$ cat config.mk
export PLATFORM = sky130hd
export DESIGN_NAME = dmem_ctlr
export DESIGN_NICKNAME = d
export VERILOG_FILES = /design/src/rtl/dmem_ctlr_pkg.sv /design/src/rtl/dmem_ctlr_lane_fmt.sv /design/src/rtl/dmem_ctlr.sv
export SDC_FILE = /design/constraint.sdc
export NUM_CORES = 2
export LEC_CHECK = 0
export BUFFER_PORTS_ARGS = -buffer_cell sky130_fd_sc_hd__buf_2
export CAP_MARGIN = 10
export CORE_ASPECT_RATIO = 0.6
export CORE_UTILIZATION = 45
export DETAILED_ROUTE_END_ITERATION = 6
export SKIP_LAST_GASP = 1
export SYNTH_ARGS = -nofsm -noshare
export SYNTH_HDL_FRONTEND = slang
export SYNTH_SLANG_ARGS = --single-unit
$ cat constraint.sdc
create_clock -name clk -period 20.3 [get_ports clk]
set_clock_uncertainty 0.15 [all_clocks]
set_input_delay 0 -clock clk [delete_from_list [all_inputs] [get_ports clk]]
set_output_delay 0 -clock clk [all_outputs]
set_load 0.01 [all_outputs]
$ cat src/rtl/dmem_ctlr_pkg.sv
// Shared types for the data-memory controller: RV32 access sizes, controller
// states and the byte-enable helper used by both the store path and the top level.
package dmem_pkg;

    typedef enum logic [1:0] {
        SZ_BYTE    = 2'b00,
        SZ_HALF    = 2'b01,
        SZ_WORD    = 2'b10,
        SZ_ILLEGAL = 2'b11
    } size_e;

    typedef enum logic {
        ST_CLEAR = 1'b0,
        ST_RUN   = 1'b1
    } state_e;

    // Byte enables for an access of the given size starting at byte lane `lane`.
    // Misaligned halves still produce a pattern; the caller suppresses erroneous writes.
    function automatic logic [3:0] byte_en(input size_e size, input logic [1:0] lane);
        logic [3:0] be;
        case (size)
            SZ_BYTE: be = 4'b0001 << lane;
            SZ_HALF: be = 4'b0011 << lane;
            SZ_WORD: be = 4'b1111;
            default: be = 4'b0000;
        endcase
        return be;
    endfunction

endpackage

$ cat src/rtl/dmem_ctlr_lane_fmt.sv
// Combinational lane formatting: replicates store data across byte lanes with
// matching enables, and extracts/extends load data from the addressed lane.
module dmem_lane_fmt
    import dmem_pkg::*;
(
    input  size_e       size,
    input  logic [1:0]  lane,
    input  logic        load_unsigned,
    input  logic [31:0] wdata,
    input  logic [31:0] rword,
    output logic [31:0] wdata_lanes,
    output logic [3:0]  be,
    output logic [31:0] rdata
);

    logic [7:0]  rbyte;
    logic [15:0] rhalf;

    // NOTE: every output of this block gets a value before the case so no path leaves it unassigned (no latch).
    always_comb begin
        be          = byte_en(size, lane);
        rbyte       = rword[{lane, 3'b000} +: 8];
        rhalf       = lane[1] ? rword[31:16] : rword[15:0];
        wdata_lanes = wdata;
        rdata       = rword;
        case (size)
            SZ_BYTE: begin
                // Replicating lets the byte enables alone pick the destination lane.
                wdata_lanes = {4{wdata[7:0]}};
                rdata       = {{24{~load_unsigned & rbyte[7]}}, rbyte};
            end
            SZ_HALF: begin
                wdata_lanes = {2{wdata[15:0]}};
                rdata       = {{16{~load_unsigned & rhalf[15]}}, rhalf};
            end
            default: ;
        endcase
    end

endmodule

$ cat src/rtl/dmem_ctlr.sv
// Data-memory controller: word-organised RAM with byte/half/word access, a
// post-reset zeroing sweep, access checking and a single-entry response buffer.
module dmem_ctlr
    import dmem_pkg::*;
#(
    parameter int unsigned DEPTH     = 128,
    parameter logic [31:0] BASE_ADDR = 32'h0000_0000
) (
    input  logic        clk,
    input  logic        rst,
    input  logic        req_valid,
    output logic        req_ready,
    input  logic        req_we,
    input  logic [31:0] req_addr,
    input  logic [1:0]  req_size,
    input  logic        req_unsigned,
    input  logic [31:0] req_wdata,
    output logic        rsp_valid,
    input  logic        rsp_ready,
    output logic [31:0] rsp_rdata,
    output logic        rsp_err
);

    localparam int unsigned IDX_W = $clog2(DEPTH);

    logic [31:0]      mem [DEPTH];
    state_e           state;
    logic [IDX_W-1:0] clr_cnt;

    size_e            size;
    logic [31:0]      offset;
    logic [IDX_W-1:0] word_idx;
    logic [1:0]       lane;
    logic             misaligned;
    logic             out_of_range;
    logic             acc_err;
    logic             accept;
    logic [31:0]      rword;
    logic [31:0]      wdata_lanes;
    logic [31:0]      load_data;
    logic [3:0]       be;

    assign size     = size_e'(req_size);
    assign offset   = req_addr - BASE_ADDR;
    assign word_idx = offset[IDX_W+1:2];
    assign lane     = offset[1:0];

    // Unsigned offset: addresses below BASE_ADDR wrap to huge values and fail here too.
    assign out_of_range = (offset >> (IDX_W + 2)) != 32'd0;

    always_comb begin
        case (size)
            SZ_BYTE: misaligned = 1'b0;
            SZ_HALF: misaligned = lane[0];
            SZ_WORD: misaligned = lane != 2'b00;
            default: misaligned = 1'b1;
        endcase
    end

    assign acc_err   = misaligned | out_of_range;
    assign req_ready = (state == ST_RUN) && (!rsp_valid || rsp_ready);
    assign accept    = req_valid && req_ready;
    assign rword     = mem[word_idx];

    dmem_lane_fmt u_lane_fmt (
        .size          (size),
        .lane          (lane),
        .load_unsigned (req_unsigned),
        .wdata         (req_wdata),
        .rword         (rword),
        .wdata_lanes   (wdata_lanes),
        .be            (be),
        .rdata         (load_data)
    );

    // NOTE: the array has no reset branch; the CLEAR sweep zeroes it one word per cycle instead.
    always_ff @(posedge clk) begin
        if (!rst) begin
            if (state == ST_CLEAR) begin
                mem[clr_cnt] <= '0;
            end else if (accept && req_we && !acc_err) begin
                for (int i = 0; i < 4; i++) begin
                    if (be[i]) begin
                        mem[word_idx][8*i +: 8] <= wdata_lanes[8*i +: 8];
                    end
                end
            end
        end
    end

    // NOTE: all registered state uses <= so every read in this block sees pre-edge values.
    always_ff @(posedge clk) begin
        if (rst) begin
            state     <= ST_CLEAR;
            clr_cnt   <= '0;
            rsp_valid <= 1'b0;
            rsp_rdata <= '0;
            rsp_err   <= 1'b0;
        end else begin
            case (state)
                ST_CLEAR: begin
                    clr_cnt <= clr_cnt + IDX_W'(1);
                    if (clr_cnt == IDX_W'(DEPTH - 1)) begin
                        state <= ST_RUN;
                    end
                end
                ST_RUN:  ;
                default: state <= ST_CLEAR;
            endcase

            // A new accept may coincide with the hand-off of the previous response.
            if (accept) begin
                rsp_valid <= 1'b1;
                rsp_err   <= acc_err;
                rsp_rdata <= (req_we || acc_err) ? 32'd0 : load_data;
            end else if (rsp_ready) begin
                rsp_valid <= 1'b0;
            end
        end
    end

endmodule

==> summary.md <==
| Metric | Value |
|---|---|
| Status | finished clean |
| P_sw | 0.00362 W |
| First-pass GRT wire length | 609,000 um |
| Nets | 7,600 |
| Syn Nets | 7,303 |
| CP Data Required Time | 20.70 ns |
| R2R Path End | mem[0][21]$_DFFE_PP_ |
| Largest net degree at the start of global routing | 122 |
| Reg2reg start | state$_SDFF_PP0_ |
| Hold path start | req_wdata[21] |
| Pwr Density | 94.7 nW/um^2 |
| Via count | 79,000 |
| Final Hold Fails | 0 |
| Final worst-path cycle share | 35.0% |
| Mean area per synthesized cell | 22.3 um^2 |
| Total power | 0.0171 W |
| Die area | 361,000 um^2 |
| Rows | 169 |
| Initial antenna violation count | 18 |
| Design internal power | 0.0135 W |
| Top_reg_cell synth | edfxtp_1 |
| TritonCTS buffer count | 371 |
| Layout cells sized above 1 | 27.3% |
| Die height | 466 um |
| Maximum vdd drop | 0.0000633 V |
| CP Launch Type | input port |
| Post-Layout Cell Count | 12,500 |
| Post-synthesis sequential area ratio | 76.8% |
| Asr flop ratio synth | 0% |
| Drt via density | 6.30 |
| CTS tree | yes |
| Die X | 775 um |
| Power share of the clock group | 41.3% |
| Port Buffer Count | 106 |
| Filler cell count | 27,500 |
| Hold Path Sink | mem[102][21]$_DFFE_PP_ |
| Area delta synth->final | 12.0% |
| Sequential share of power | 54.2% |
| Number of flops mapped to enable cells by yosys | 4,096 |
| Crit end category | register |
| Worst reg-to-reg setup slack | 14.28 ns |
| Overflow after GRT | 0 |
| Vias in the first global route | 77,300 |
| DPL Wire Length | 267,000 um |
| Fmax achieved | 141 MHz |
| Final WL | 434,000 um |
| FF+latch count, synth | 4,138 |
| I/O pin cnt | 107 |
| Final TNS setup | 0 ns |
| Unrepaired setup endpoints after global routing | no |
| Pre-antenna DRT Iters | 6 |
| Max cap viols | 0 |
| Yosys Warn Count | 0 |
| Clock Path Buffers | 4 |
| Hold crit path type | input port to register |
| Final setup margin | 13.20 ns |
| Core footprint | 355,000 um^2 |
| Final ANT Viol Nets | 0 |
| Sw frac | 21.2% |
| Worst-Skew Late Latency | 0.93 ns |
| Worst-Margin Slew | 1.35 ns |
| TritonCTS Sinks | 4,138 |
| Hold Crit Depth | 4 |
| Synth Instances | 7,230 |
| Clk root buf | clkbuf_16 |
| Worst r2r path cells | 9 |
| CP Class | input port to register |
| CP Data Arrival Time | 7.50 ns |
| Clock-pin slew on the worst setup and hold paths | 0.07 ns |
| Post-placement cell count | 11,800 |
| Combinational Power Share | 4.5% |
| DRC viols | 0 |
| Gpl congestion | 0.879 |
| Initial Utilization | 45.4% |
| Final setup fails | 0 |
| Iter 0 DRT Violations | 11,600 |
| GRT Util Overall | 23.9% |
| Setup repair bufs after CTS | 0 |
| CP Max Fanout | 34 |
| Pre-CTS setup slack | 13.65 ns |
| CTS HTree Levels | 5 |
| Crit path time final | 7.10 ns |
| Slew Viols, Final | 0 |
| Wire per inst | 34.7 um |
| Post-Syn Area | 161,000 um^2 |
| Yosys cell types | 64 |
| Slew margin rel. | 9.38% |
| Leak Pwr | 56.3 nW |
==> per-layer routing <==
layer / track usage (%) / up-vias / wire length [um]
met5: 0 / - / 27
met4: 6.92 / 4 / 13900
met3: 5.87 / 594 / 47700
met2: 33.1 / 4408 / 184000
met1: 37.6 / 42800 / 189000
li1: - / 31200 / -
==> how the worst max path moves through the flow <==
stage,startpoint,endpoint,slack [ns],cells after the start
finish,req_addr[15],mem[0][21]$_DFFE_PP_,13.20,14
global route,req_addr[15],mem[0][23]$_DFFE_PP_,13.20,14
CTS,req_addr[15],mem[0][23]$_DFFE_PP_,13.56,14
detailed placement,req_addr[2],rsp_rdata[23]$_SDFFE_PP0P_,13.65,13
global placement,req_addr[2],rsp_rdata[30]$_SDFFE_PP0P_,13.68,13
floorplan,state$_SDFF_PP0_,mem[0][12]$_DFFE_PP_,13.90,8
==> registers in the layout, indices dropped and copies added (netlist names) <==
register,count
clr_cnt,7
mem,4096
rsp_err,1
rsp_rdata,32
rsp_valid,1
state,1
==> cells in the mapped netlist (all sizes together) (3+ instances only) <==
master	count	area, um^2
mux2i	151	1510
dfxtp	42	841
mux2	3	33.8
and3	11	68.8
clkbuf	252	946
or2	6	37.5
a22o	8	70.1
and4	3	26.3
nor2	578	2170
xor2	3	26.3
o22ai	29	181
a31o	12	105
o221ai	8	70.1
a311oi	21	184
a22oi	136	1020
nand2b	11	68.8
nor4	22	138
o22a	7	61.3
edfxtp	4096	123000
nor2b	18	113
o21ai	34	174
nor3	46	230
inv	13	48.8
buf	196	1120
nand4	9	56.3
a31oi	21	131
a221oi	17	149
o41ai	3	26.3
a21boi	7	52.6
o21a	3	22.5
nand3	29	145
and2	9	56.3
mux4	1211	27300
a21oi	47	239
nand2	142	533
==> worst max-delay path: stages <==
cell and delay (ns):
dlygate4sd3_1 0.55, buf_2 0.14, dlygate4sd3_1 0.55, nor4_1 0.35
dlygate4sd3_1 0.61, nand4_1 0.08, dlygate4sd3_1 0.60, nor4_2 0.16
dlygate4sd3_1 0.59, buf_4 0.20, nand2_4 0.50, o41ai_2 1.19
nand2_2 0.94, nor2_1 1.02
==> placed cells by master, fill, tap and decap left out, types with 75 or more instances in the layout <==
master and count:
nand2_1 138, nor2_1 554, buf_4 188, clkbuf_1 81, mux4_2 1211, clkbuf_16 380
buf_2 102, a22oi_1 136, mux2i_1 151, clkinv_1 75, edfxtp_1 4096
==> cell families after synthesis <==
kind of cell	after synthesis	share of synthesized area, %
flip-flops	4138	76.8
multiplexers	1365	17.9
AND/OR/NAND/NOR	892	2.30
buffers and inverters	462	1.32
AO/OA/AOI/OAI	367	1.62
XOR/XNOR	5	0.0272
adder cells (fa/ha/maj)	1	0.00776
==> stage by stage <==
stage / utilization, % / instance area [um^2] / hold WS (ns)
CTS: 50.8 / 180000 / 0.00109
finish: 50.9 / 180000 / 0.0659
global placement: 47.3 / 168000 / 0.207
global route: 50.9 / 180000 / 0.0619
detailed placement: 47.3 / 168000 / 0.212
floorplan: - / 161000 / 0.0177
==> power groups by stage <==
stage	Clock [W]	Combinational [W]	Sequential, W
global route	0.00746	0.000800	0.00925
floorplan	0	0.000465	0.00944
detailed placement	0	0.000759	0.00944
CTS	0.00714	0.000768	0.00926
finish	0.00706	0.000773	0.00926
global placement	0	0.000757	0.00944
==> area by class of cell <==
class	count	area, um^2	area share (%)
Timing Repair Buffer	372	2910	1.61
Antenna cell	5	12.5	0.00693
Multi-Input combinational cell	2630	35900	19.9
Inverter	14	52.6	0.0291
Tap cell	4702	5880	3.26
Clock buffer	463	9840	5.45
Clock inverter	207	2050	1.14
Sequential cell	4138	124000	68.6
==> what timing repair did <==
action	4_1_cts	5_1_grt
hold buffers	62	0
endpoints found under the hold margin	1159	0
gates resized for setup	0	0
setup endpoints to repair	0	0
Power figures use the tool's default switching activity.
